--- src/rtl/p2p_link_rx.sv ---
// Receive side of the 4-bit req/ack message link: sync, FSM, FIFO, counters.
// Optional parity check enabled by defining P2P_PARITY_EN.
module p2p_link_rx #(
  parameter int MSG_W = 4,
  parameter int DEPTH = 4,
  parameter int CNT_W = 8
) (
  input  logic             clk,
  input  logic             rst,
  input  logic             link_req,
  input  logic [MSG_W-1:0] link_data,
  input  logic             link_par,
  output logic             link_ack,
  output logic [MSG_W-1:0] out_data,
  output logic             out_valid,
  input  logic             out_ready,
  output logic [CNT_W-1:0] msg_count,
  output logic [CNT_W-1:0] par_err
);

  localparam int AW = $clog2(DEPTH);
  localparam int PW = AW + 1;

  typedef enum logic [1:0] {
    IDLE  = 2'd0,
    ACK   = 2'd1,
    WAIT0 = 2'd2
  } state_t;

  state_t           state_q, state_d;
  logic             req_m_q, req_m_d;
  logic             req_s_q, req_s_d;
  logic             ack_q, ack_d;
  logic [PW-1:0]    wr_ptr_q, wr_ptr_d;
  logic [PW-1:0]    rd_ptr_q, rd_ptr_d;
  logic [MSG_W-1:0] mem_q [DEPTH];
  logic [MSG_W-1:0] mem_d [DEPTH];
  logic [CNT_W-1:0] cnt_q, cnt_d;
  logic [CNT_W-1:0] perr_q, perr_d;

  logic full;
  logic empty;
  logic wr_en;
  logic rd_en;
  logic perr_inc;
  logic par_ok;

`ifdef P2P_PARITY_EN
  assign par_ok = ((^link_data) == link_par);
`else
  logic unused_par;
  assign par_ok     = 1'b1;
  assign unused_par = link_par;
`endif

  // Same low bits with differing wrap bit means the writer lapped the reader.
  assign full  = (wr_ptr_q[AW] != rd_ptr_q[AW]) &&
                 (wr_ptr_q[AW-1:0] == rd_ptr_q[AW-1:0]);
  assign empty = (wr_ptr_q == rd_ptr_q);
  assign rd_en = out_ready && !empty;

  always_comb begin
    state_d  = state_q;
    ack_d    = ack_q;
    cnt_d    = cnt_q;
    perr_d   = perr_q;
    mem_d    = mem_q;
    wr_en    = 1'b0;
    perr_inc = 1'b0;
    req_m_d  = link_req;
    req_s_d  = req_m_q;

    unique case (1'b1)
      (state_q == IDLE): begin
        if (req_s_q && !full) begin
          state_d = ACK;
          ack_d   = 1'b1;
          if (par_ok) begin
            wr_en = 1'b1;
          end else begin
            perr_inc = 1'b1;
          end
        end
      end
      (state_q == ACK): begin
        if (!req_s_q) begin
          state_d = WAIT0;
          ack_d   = 1'b0;
        end
      end
      (state_q == WAIT0): begin
        state_d = IDLE;
        ack_d   = 1'b0;
      end
      default: begin
        state_d = IDLE;
        ack_d   = 1'b0;
      end
    endcase

    if (wr_en) begin
      mem_d[wr_ptr_q[AW-1:0]] = link_data;
      cnt_d = cnt_q + CNT_W'(1);
    end
    if (perr_inc) begin
      perr_d = perr_q + CNT_W'(1);
    end

    wr_ptr_d = wr_ptr_q + PW'(wr_en);
    rd_ptr_d = rd_ptr_q + PW'(rd_en);
  end

  always_ff @(posedge clk) begin
    if (rst) begin
      state_q  <= IDLE;
      req_m_q  <= 1'b0;
      req_s_q  <= 1'b0;
      ack_q    <= 1'b0;
      wr_ptr_q <= '0;
      rd_ptr_q <= '0;
      mem_q    <= '{default: '0};
      cnt_q    <= '0;
      perr_q   <= '0;
    end else begin
      state_q  <= state_d;
      req_m_q  <= req_m_d;
      req_s_q  <= req_s_d;
      ack_q    <= ack_d;
      wr_ptr_q <= wr_ptr_d;
      rd_ptr_q <= rd_ptr_d;
      mem_q    <= mem_d;
      cnt_q    <= cnt_d;
      perr_q   <= perr_d;
    end
  end

  assign link_ack  = ack_q;
  assign out_valid = !empty;
  assign out_data  = mem_q[rd_ptr_q[AW-1:0]];
  assign msg_count = cnt_q;
  assign par_err   = perr_q;

endmodule

--- config.mk ---
export PLATFORM = sky130hd
export DESIGN_NAME = p2p_link_rx
export DESIGN_NICKNAME = d
export VERILOG_FILES = /design/src/rtl/p2p_link_rx.sv
export SDC_FILE = /design/constraint.sdc
export NUM_CORES = 1
export LEC_CHECK = 0
export ABC_AREA = 1
export CORE_UTILIZATION = 55
export CTS_CLUSTER_DIAMETER = 200
export DETAILED_ROUTE_END_ITERATION = 10
export HOLD_SLACK_MARGIN = 0.15
export PLACE_DENSITY_LB_ADDON = 0.05
export SLEW_MARGIN = 0
export SYNTH_ARGS = -nofsm -noshare
export SYNTH_HDL_FRONTEND = slang
export SYNTH_SLANG_ARGS = --single-unit
export TNS_END_PERCENT = 100
--- constraint.sdc ---
create_clock -name clk -period 3.2 [get_ports clk]
set_input_delay 0.48 -clock clk [delete_from_list [all_inputs] [get_ports clk]]
set_output_delay 0.48 -clock clk [all_outputs]
set_load 0.1 [all_outputs]
Word level (Yosys, flattened, before mapping)
Index checks and enable logic that the tools add are counted.

word-level totals
  input port bits = 9
  register bits = 35

cells by class
  reductions and logical operators = 8
  magnitude comparators = 3
  add/sub/neg operators = 3
  multiplexer cells = 14
  equality and inequality tests = 6
  bitwise logic cells = 2

operators by type and width
  kind                 count
  $bwmux 16            1
  $mux 4               3
  $add 8x1->8 const B  1
  $bmux 4 s2           1
  $demux 4 s2          1
  $add 3x1->3          2
  $ge 3x3->1 const B   2
  $not 2->3            2
  $logic_and 1x1->1    4
  $mux 1               4
  $mux 2               2
  $pmux 2 s2           1
  $eq 3x3->1           1
  $lt 3x1->1 const B   1
  $eq 2x1->1 const B   1
  $eq 2x2->1           1
  $logic_not 1->1      2
  $logic_not 2->1      1
  $ne 2x1->1 const B   1
  $ne 2x2->1 const B   1
  $pmux 1 s2           1
  $reduce_and 2->1     1
  $ne 1x1->1           1

Depth between registers and ports, before layout
  word-level depth = 7
  mapped depth = 10
  mapped depth without buffers = 10

Worst setup path after synthesis
No wires, ideal clock.

  path kind = register to output
  from = register rd_ptr_q[0]
  to = output out_data[2]
  setup slack = 0.342 ns
  arrival time = 2.378 ns
  stages on the path, launching flop included = 6
  path buffers = 1
  data required time = 2.720 ns
  cells stage by stage = dfxtp_1 -> inv_1 -> clkbuf_1 -> o21ai_0 -> a21oi_1 -> a21oi_1

on the way
  cells in the longest elaborated chain, start to end = 4

ends and longest elaborated chain
  element                                     line  RTL
  start, declared                             35    logic [PW-1:0] rd_ptr_q, rd_ptr_d;
  start signal, assigned                      130   rd_ptr_q <= rd_ptr_d;
  $not 2->3 (not written as such)             139   assign out_data = mem_q[rd_ptr_q[AW-1:0]];
  $bmux 4 s2                                  139
  $mux 4 (not written as such) (2 in series)  139
  end, declared                               14    output logic [MSG_W-1:0] out_data,

Every way passes these cells. The select of a mux whose other input is x is not followed.

Worst setup path after layout
  from = register rd_ptr_q[0]
  to = output out_data[0]

Same word-level chain as after synthesis.

==> results.md <==
* **largest buffer count on any clock path** 2
* **fraction of layout instances using a drive strength above 1** 0.0967
* **clock network latency to the later pin of the worst-skew pair** 0.34 ns
* **aggregate global routing overflow** 0
* **area inside the core boundary** 3130 um2
* **# clock sinks** 34
* **endpoint of the worst register-to-register path** wr_ptr_q[2]$_SDFF_PP0_
* **data arrival time of the critical path** 1.81 ns
* **cell repeated most along the worst path** sky130_fd_sc_hd__a21oi_1
* **Fin Hold WS** 0.409 ns
* **number of vias after detailed routing** 1597
* **LEAKAGE** 0.000968 uW
* **slowest cell on the critical path** sky130_fd_sc_hd__dfxtp_1
* **gr usage total** 0.225
* **FILL cells** 295
* **area of combinational cells with multiple inputs** 877 um2
* **instance count along the most critical hold path** 2
* **startpoint kind of the worst setup timing path** flip-flop
* **final setup violation count** 0
* **maxcap violations** 0
* **PostCTS Resize Cnt** 0
* **CP Max Fanout** 12
* **number of antenna violations at the first check in global routing** 0
* **total power draw** 904 uW
* **number of top-level design ports** 31
* **Tightest Hold Check Type** reg2reg
* **CP Capture Type** primary output
* **net total in the final layout** 313
* **Die X-Extent** 60.0 um
* **Post-Place Worst Slack** 1.25 ns
* **HPWL reported at the end of detailed placement** 2390 um
* **register cell area after layout** 681 um2
* **Placed Instance Area** 2020 um2
* **CP Data Required Time** 2.72 ns
* **root buffer cell** sky130_fd_sc_hd__clkbuf_4
* **Total Neg Setup Slack** 0 ns
* **number of library cell types mapped by synthesis** 23
* **Final Worst Setup Slack** 0.915 ns
* **category of the most critical setup path** reg2out
* **number of hold buffers added after CTS** 0
* **Final Hold Violating Endpoints** 0
* **H-Tree Depth** 2
* **count of pins over their slew limit** 0
* **number of violations reported at the end of detailed-routing iteration 0** 49
* **synthesis-to-finish area growth** 12.2%
* **post-synthesis instance area** 1850 um2
* **Largest stage delay, worst path** 0.50 ns
* **via/cell ratio** 4.64
* **outcome** completed
* **largest clock skew in the final design** 0.00319 ns
* **Cell Chain, Critical Path** inv_1 -> o21ai_0 -> a21oi_1 -> a21oi_1 -> buf_4
* **R2R Setup Slk** 1.23 ns
* **Std-Cell Rows** 20
* **Stages on worst setup path** 5
* **# DRC** 0
* **Finished Cell Area** 2080 um2
* **hold endpoint** req_s_q$_SDFF_PP0_
* **synthesized instance count** 279
* **Die Ht** 60.0 um
* **cts bufs inserted** 5
* **number of global-route vias before repair** 1366
* **Worst VDD drop** 363 uV
* **overall routed net length** 3500 um
* **largest net degree at the start of global routing** 29
* **total of warnings raised by yosys** 0
* **reg2reg path depth** 8
* **clock-pin slew on the worst setup and hold paths** 0.10 ns
* **TritonCTS clock tree** built
* **worst min-delay path startpoint** req_m_q$_SDFF_PP0_
* **WP buf/inv** 2
* **post-detailed-route wirelength per cell** 10.2 um
* **DR pass1 iterations** 4
* **setup repair after global routing missed its margin** no
* **floorplan die area** 3600 um2
* **#FFs+latches synth** 34
* **slew at the pin closest to its max-slew limit** 0.591 ns
* **post-route clock period utilization** 0.714
* **top library cells by usage in the layout, fill and taps aside** sky130_fd_sc_hd__nand2_1 (60), sky130_fd_sc_hd__inv_1 (55), sky130_fd_sc_hd__nor2_1 (37)
* **initial core utilization** 0.592
* **wire length of the first global-routing pass** 5940 um
* **most common library cell in the layout ignoring fill and taps** sky130_fd_sc_hd__nand2_1
* **Tmin final** 2.29 ns
* **global placer's final weighted congestion** 0.723
* **average footprint of a synthesized cell** 6.64 um2
* **worst-case headroom to the max-slew limit** 0.606
* **top cell family by delay on the critical path** buffers and inverters
* **IO buf count** 21
* **Setup Fix Bufs, Post-CTS** 0
* **Power per Cell Area** 435 nW/um2
* **final antenna diode count** 0
* **post-synthesis sequential area ratio** 0.368
* **worst r2r src** rd_ptr_q[0]$_SDFF_PP0_
* **count of antenna-violating nets left after detailed routing** 0
* **highest achievable clock rate** 0.438 GHz
-- sequential cells by signal (all words and copies together), names as in the netlist --
name	count
state_q	2
rd_ptr_q	3
wr_ptr_q	3
req_s_q	1
req_m_q	1
msg_count	8
mem_q	16
-- worst min-delay path, delay by kind of cell, from the launching register on --
| family | cells | cell delay (ns) |
|---|---|---|
| DFF | 1 | 0.31 |
| buffers and inverters | 1 | 0.04 |
| and+or+nand+nor | 1 | 0.03 |
-- metrics by stage --
step,std cells,util
after floorplan,286,-
after global placement,336,0.645
after detailed placement,336,0.645
after CTS,344,0.664
after global routing,344,0.664
final,344,0.664
-- synthesized netlist by cell type (all sizes together) --
master / number / area [um2]
a21oi: 19 / 95.1
buf: 14 / 100
clkbuf: 3 / 11.3
conb: 1 / 3.75
dfxtp: 34 / 681
ha: 5 / 62.6
inv: 57 / 214
nand2: 61 / 236
nand3: 16 / 92.6
nand3b: 1 / 7.51
nand4: 17 / 106
nor2: 37 / 139
nor3b: 1 / 7.51
o21ai: 7 / 35.0
xnor2: 4 / 42.6
xor2: 2 / 17.5
-- where the power goes --
part           internal, uW  switching [uW]  total, uW
combinational          42.4             164        206
clock                   106             147        254
sequential              433            11.2        444
total                   582             322        904
-- layout make-up --
cell class                      instances  share of cell area
Sequential cell                        34               0.328
Multi-Input combinational cell        178               0.422
Timing Repair Buffer                   23              0.0916
Clock inverter                          1             0.00241
Tap cell                               44              0.0265
Inverter                               57               0.103
Clock buffer                            7              0.0265
-- how the worst max path moves through the flow --
stage	startpoint	end	slack (ns)
floorplan	rd_ptr_q[0]$_SDFF_PP0_	out_data[2]	0.34
global placement	rd_ptr_q[0]$_SDFF_PP0_	wr_ptr_q[2]$_SDFF_PP0_	1.28
detailed placement	rd_ptr_q[0]$_SDFF_PP0_	wr_ptr_q[2]$_SDFF_PP0_	1.25
CTS	rd_ptr_q[0]$_SDFF_PP0_	out_data[0]	0.88
global route	rd_ptr_q[0]$_SDFF_PP0_	out_data[0]	0.76
finish	rd_ptr_q[0]$_SDFF_PP0_	out_data[0]	0.91
-- cell families (layout without fill, tap and decap cells) --
group,after synthesis,in the layout,share of synthesized area
other,1,8,0.00203
AOI/OAI and AO/OA,26,26,0.0703
adders and majority gates,5,5,0.0338
DFF,34,34,0.368
and+or+nand+nor,133,133,0.318
buffers and inverters,74,88,0.176
xor gates and xnor gates,6,6,0.0324
-- metal layers --
layer | vias to the layer above | GRT usage | wire (um)
met3 | 8 | 0.0649 | 143
li1 | 880 | - | -
met1 | 673 | 0.284 | 1740
met2 | 36 | 0.359 | 1560
met5 | - | 0 | 0
met4 | 0 | 0.0897 | 61
Note: power is estimated with default switching activity, not from simulation.
